### src/rtl/alu_issue_ctrl.sv
// Issue controller for the datapath ALU: accepts instructions, reads operands
// from an 8x32 register file, drives the external ALU and writes results back.
module alu_issue_ctrl #(
    parameter int unsigned NREG = 8,
    parameter int unsigned DW   = 32
) (
    input  logic          clk,
    input  logic          reset,
    input  logic          in_valid,
    output logic          in_ready,
    input  logic [15:0]   in_instr,
    output logic [DW-1:0] alu_a,
    output logic [DW-1:0] alu_b,
    output logic [2:0]    alu_op,
    input  logic [DW-1:0] alu_c,
    output logic          wb_valid,
    output logic [2:0]    wb_addr,
    output logic [DW-1:0] wb_data,
    output logic          err,
    input  logic [2:0]    dbg_addr,
    output logic [DW-1:0] dbg_data
);

    localparam int unsigned IMMW = 7;
    localparam logic [2:0] OP_LDI = 3'd6;
    localparam logic [2:0] OP_ILL = 3'd7;

    localparam logic [1:0] S_IDLE = 2'd0;
    localparam logic [1:0] S_EXEC = 2'd1;
    localparam logic [1:0] S_WB   = 2'd2;

    logic [1:0]    state;
    logic [1:0]    next_state;
    logic          accept_c;
    logic [2:0]    op_q;
    logic [2:0]    rd_q;
    logic [DW-1:0] regs [NREG];

    logic [2:0]      in_op;
    logic [2:0]      in_rd;
    logic [2:0]      in_rs;
    logic [2:0]      in_rt;
    logic [IMMW-1:0] in_imm;

    assign in_op  = in_instr[15:13];
    assign in_rd  = in_instr[12:10];
    assign in_rs  = in_instr[9:7];
    assign in_rt  = in_instr[6:4];
    assign in_imm = in_instr[6:0];

    assign accept_c = (state == S_IDLE) && in_valid && in_ready;
    assign dbg_data = regs[dbg_addr];

    // State register
    always_ff @(posedge clk) begin
        if (reset) begin
            state <= S_IDLE;
        end else begin
            state <= next_state;
        end
    end

    // Next-state logic; the sequence is fixed with no stall path
    always_comb begin
        next_state = state;
        case (state)
            S_IDLE:  if (accept_c) next_state = S_EXEC;
            S_EXEC:  next_state = S_WB;
            S_WB:    next_state = S_IDLE;
            default: next_state = S_IDLE;
        endcase
    end

    // Operands are read at the accept edge; every earlier writeback has already
    // landed by then, so this matches reading them during EXEC.
    always_ff @(posedge clk) begin
        if (reset) begin
            in_ready <= 1'b1;
            op_q     <= '0;
            rd_q     <= '0;
            alu_a    <= '0;
            alu_b    <= '0;
            alu_op   <= '0;
            wb_valid <= 1'b0;
            wb_addr  <= '0;
            wb_data  <= '0;
            err      <= 1'b0;
            for (int i = 0; i < int'(NREG); i++) begin
                regs[i] <= '0;
            end
        end else begin
            if (accept_c) begin
                in_ready <= 1'b0;
                op_q     <= in_op;
                rd_q     <= in_rd;
                if (in_op == OP_LDI) begin
                    alu_a  <= '0;
                    alu_b  <= DW'(in_imm);
                    alu_op <= 3'd0;
                end else begin
                    alu_a  <= regs[in_rs];
                    alu_b  <= regs[in_rt];
                    alu_op <= in_op;
                end
            end
            if (state == S_EXEC) begin
                wb_data  <= alu_c;
                wb_addr  <= rd_q;
                wb_valid <= (op_q != OP_ILL);
                err      <= (op_q == OP_ILL);
            end
            if (state == S_WB) begin
                wb_valid <= 1'b0;
                err      <= 1'b0;
                in_ready <= 1'b1;
                // r0 is hardwired to zero
                if ((op_q != OP_ILL) && (rd_q != 3'd0)) begin
                    regs[rd_q] <= wb_data;
                end
            end
        end
    end

endmodule

### config.mk
export PLATFORM = sky130hd
export DESIGN_NAME = alu_issue_ctrl
export DESIGN_NICKNAME = d
export VERILOG_FILES = /design/src/rtl/alu_issue_ctrl.sv
export SDC_FILE = /design/constraint.sdc
export NUM_CORES = 1
export LEC_CHECK = 0
export CORE_ASPECT_RATIO = 0.8
export CORE_UTILIZATION = 58
export DETAILED_ROUTE_END_ITERATION = 10
export PLACE_DENSITY = 0.82
export SYNTH_ARGS = -nofsm -noshare
export SYNTH_HDL_FRONTEND = slang
export SYNTH_SLANG_ARGS = --single-unit
### constraint.sdc
create_clock -name clk -period 3.09 [get_ports clk]
set_input_delay 0.309 -clock clk [delete_from_list [all_inputs] [get_ports clk]]
set_output_delay 0.309 -clock clk [all_outputs]
set_load 0.005 [all_outputs]
# Yosys cells after proc, flatten, opt, wreduce, memory -nomap -nowiden

Memories as Yosys holds them, arrays and structs flattened.
Cells that the tools add are included.

Eq/ne operators: 6
Mux-type cells: 14
Reduce and logical (&&, ||, !) cells: 7

Operator list:

| operator                                                        | count |
|---|---|
| 32-bit 2-to-1 mux                                               | 3 |
| 32-bit OR reduction                                             | 1 |
| 1-bit 2-to-1 mux                                                | 7 |
| 3-bit == test, second input constant                            | 2 |
| 3-bit 2-to-1 mux                                                | 2 |
| 2-bit one-hot mux with 2 select lines                           | 1 |
| 1-bit logical AND                                               | 3 |
| 3-bit inequality test, second input constant                    | 1 |
| 3-bit nonzero test                                              | 1 |
| 2-bit by 1-bit == test with 1-bit output, second input constant | 1 |
| 2-bit == test, second input constant                            | 1 |
| 2-bit logical NOT                                               | 1 |
| 2-bit 2-to-1 mux                                                | 1 |
| 2-bit inequality test, second input constant                    | 1 |
| 2-bit OR reduction                                              | 1 |

Flip-flop bits (word level): 113
RAM bits: 256
Input bits: 54
Output and inout bits: 137
Word-level logic and storage cells: 39
Memories: 1

Memories:

| name | words | bits a word | rd ports | clocked after memory_dff | write ports | RTL line | source |
|---|---|---|---|---|---|---|---|
| regs | 8     | 32          | 3        | 0                        | 8           | 37       | `logic [DW-1:0] regs [NREG];` |

# Logic depth before layout (Yosys ltp)

Depth after elaboration: 8
Depth in mapped cells: 7
Depth with buffers taken out: 4

# Least setup slack after synthesis

OpenSTA, ideal clock, no wires.

Kind: register to register
From: register state[0]
To: memory regs[2][0] (enable)
Library setup time: 375 ps
Arrival time: 1,684 ps
Data required time: 2,715 ps
Setup slack: 1,032 ps
Stages on the path, launching flop included: 5
Clock period less this slack: 2,058 ps
Cell sequence: dfxtp_1 nand2b_4 or4b_4 nor2_4 or2_2

RTL lines:

| element                  | RTL line | source |
|---|---|---|
| start: declaration       | 32       | `logic [1:0] state;` |
| start signal: assignment | 59       | `state <= next_state;` |
| end: declaration         | 37       |  |

==> out/metrics.csv <==
metric,value,unit
status,completed,
Remaining DRCs,0,
Synth cell types,42,
final worst-path cycle share,82.7,%
cells along the critical path,mux4_2 > mux2_2 > clkdlybuf4s50_1,
type of destination of the critical path,output pin,
largest net degree at the start of global routing,65,
main combinational cell family by area after synthesis,multiplexers,
Final Skew,0.0221,ns
minimum setup slack in the final design,0.535,ns
number of global-route vias before repair,12900,
Inst Count DP,1892,
Slew Limit Fails,0,
Avg Inst Size Synth,14.3,um^2
M1 wire length,18.9,mm
synthesis-to-layout area growth,19.8,%
grt ovf,0,
Max Clk Rate,391,MHz
CP arrival,2.25,ns
Final setup viols,0,
Worst slew margin,31.7,%
Mapped Area,18800,um^2
placed inst area,21200,um^2
ys async rst share,0,%
initial core utilization,59.3,%
Fin. Hold Viols,0,
Worst setup SP type,register,
"FF+latch count, synth",369,
post-CTS setup buffers,0,
DIE WIDTH,203,um
# hold bufs at CTS,0,
global placer's final weighted congestion,0.798,
Die ar.,33100,um^2
fin area,22500,um^2
TritonCTS buffer count,38,
Main synth FF type,edfxtp_1,
number of synthesized flops with an enable pin,256,
hpwl dp,29.5,mm
Final min period,2.56,ns
setup tns final,0,ns
post-cts sizing count,0,
Post-Syn Instances,1314,
I/O pin count,191,
XOR/XNOR Fraction of Synth Area,0,%
latest clock arrival within the worst-skew pair,0.54,ns
Hold WC Path Type,in -> reg,
Die Ht,163,um
hold_ws,0.209,ns
"most common cell after layout, fill and taps aside",edfxtp_1,
Worst-Margin Slew,1.02,ns
Yosys warning count,0,
CTS root buf,clkbuf_16,
Filler cells,2058,
adder-cell share of the synthesized area,0,%
Core Rows,58,
DR WL met2,24.9,mm
TritonRoute pass-1 iters,5,
cell leakage power,8.06,nW
Max Used Layer,met4,
final net count,1566,
CP peak stage delay,0.50,ns
register area share after synthesis,53.0,%
DRT Wirelength,50.7,mm
post-DR vias/cell,6.35,
multi-input gate area in the final layout,8370,um^2
Pwr per Cell Area,526,nW/um^2
first-pass GRT wire length,76.1,mm
Sequential cell area,9950,um^2
WL/cell,25.8,um
"commonest non-fill, non-tap cells in the layout","256 x edfxtp_1, 220 x and2_1, 188 x mux4_2",
simple-gate share of the synthesized area,12.3,%
Layout Utilization,71.0,%
max-cap check violation count,0,
Core ar.,31600,um^2
CTS tree,done,
complex-gate fraction of the synthesized area,3.42,%
final non-filler cell total,1962,
TritonCTS Sinks,369,
initial antenna violation count,1,
Tot GR Track Use,31.4,%
clock slew seen by the registers of the worst setup and hold paths,0.06,ns
port bufs,190,
crit path kind,reg -> out,
Clock Tree Buf Depth,3,
worst-path fanout max,3,
layout cells sized above 1,23.3,%
antenna-violating nets left,0,
peak supply drop,0.402,mV
worst slack at placement,0.702,ns
# H-tree levels,2,
WP data required,2.78,ns
Initial DRC Count,1317,
CP max-delay cell,mux4_2,
Met3 Routed Length,4.92,mm
mux cell area share after synthesis,28.1,%
DR vias,12500,
Design Power,11.8,mW
RSZ-0062 raised after global routing,false,
-- logic make-up (layout without fill, tap and decap cells) --
family	after synthesis	count (layout)
AOI/OAI and AO/OA	122	122
muxes	287	287
DFF	369	369
other	1	33
and+or+nand+nor	425	425
buffers and inverters	110	306
-- critical path, delay by kind of cell (launching register included) --
kind                   cells  cell delay, ns
buffers and inverters      1            0.46
flip-flops                 1            0.44
multiplexers               2            0.81
-- final cells by class --
type	instances	area share [%]
clock buffers	50	4.66
repair buffers	236	10.6
inverters	1	0.0167
well taps	420	2.34
clock inverters	19	0.896
diodes	1	0.0111
multi-input cells	866	37.3
flip-flops and latches	369	44.3
-- final timing paths --
check	from	endpoint	slack [ns]	cells past startpoint
hold reg to reg	wb_addr[2]	wb_addr[2]	0.45	2
setup reg to reg	state[1]	regs[1][24]	0.83	5
setup / recovery	regs[3][16]	dbg_data[16]	0.53	3
hold / removal	reset	op_q[2]	0.21	2
-- synthesized netlist by cell type, types with 4 or more instances --
library cell / number / area share, %
clkbuf_1: 43 / 0.86
nand2_1: 149 / 3.0
nand3_1: 9 / 0.24
a211oi_1: 5 / 0.20
buf_2: 23 / 0.61
nor2_4: 4 / 0.24
buf_1: 9 / 0.18
o21ai_0: 59 / 1.6
dfxtp_1: 113 / 12
nor2_1: 10 / 0.20
and2_1: 220 / 7.3
clkbuf_2: 10 / 0.27
buf_6: 10 / 0.60
edfxtp_1: 256 / 41
a21oi_1: 49 / 1.3
mux2i_1: 67 / 3.6
or2_2: 7 / 0.23
buf_4: 14 / 0.56
mux2_2: 32 / 1.9
mux4_2: 188 / 23
and2_2: 4 / 0.16
-- state kept, by name, indices dropped and copies added, names as in the netlist --
name      count
alu_a        32
alu_b        32
alu_op        3
err           1
in_ready      1
op_q          3
rd_q          3
regs        256
state         2
wb_addr       3
wb_data      32
wb_valid      1
-- where the power goes --
group / internal, mW / switching [mW] / leakage (nW)
clock network: 2.73 / 1.94 / 0.614
logic: 0.797 / 0.674 / 3.90
registers: 5.50 / 0.188 / 3.55
total: 9.03 / 2.80 / 8.06
-- routing by layer --
metal | vias to the layer above | GRT usage (%)
li1 | 5347 | -
met1 | 6245 | 40.1
met2 | 714 | 51.6
met3 | 152 | 7.18
met4 | 0 | 14.6
met5 | - | 0
Power figures use the tool's default switching activity.
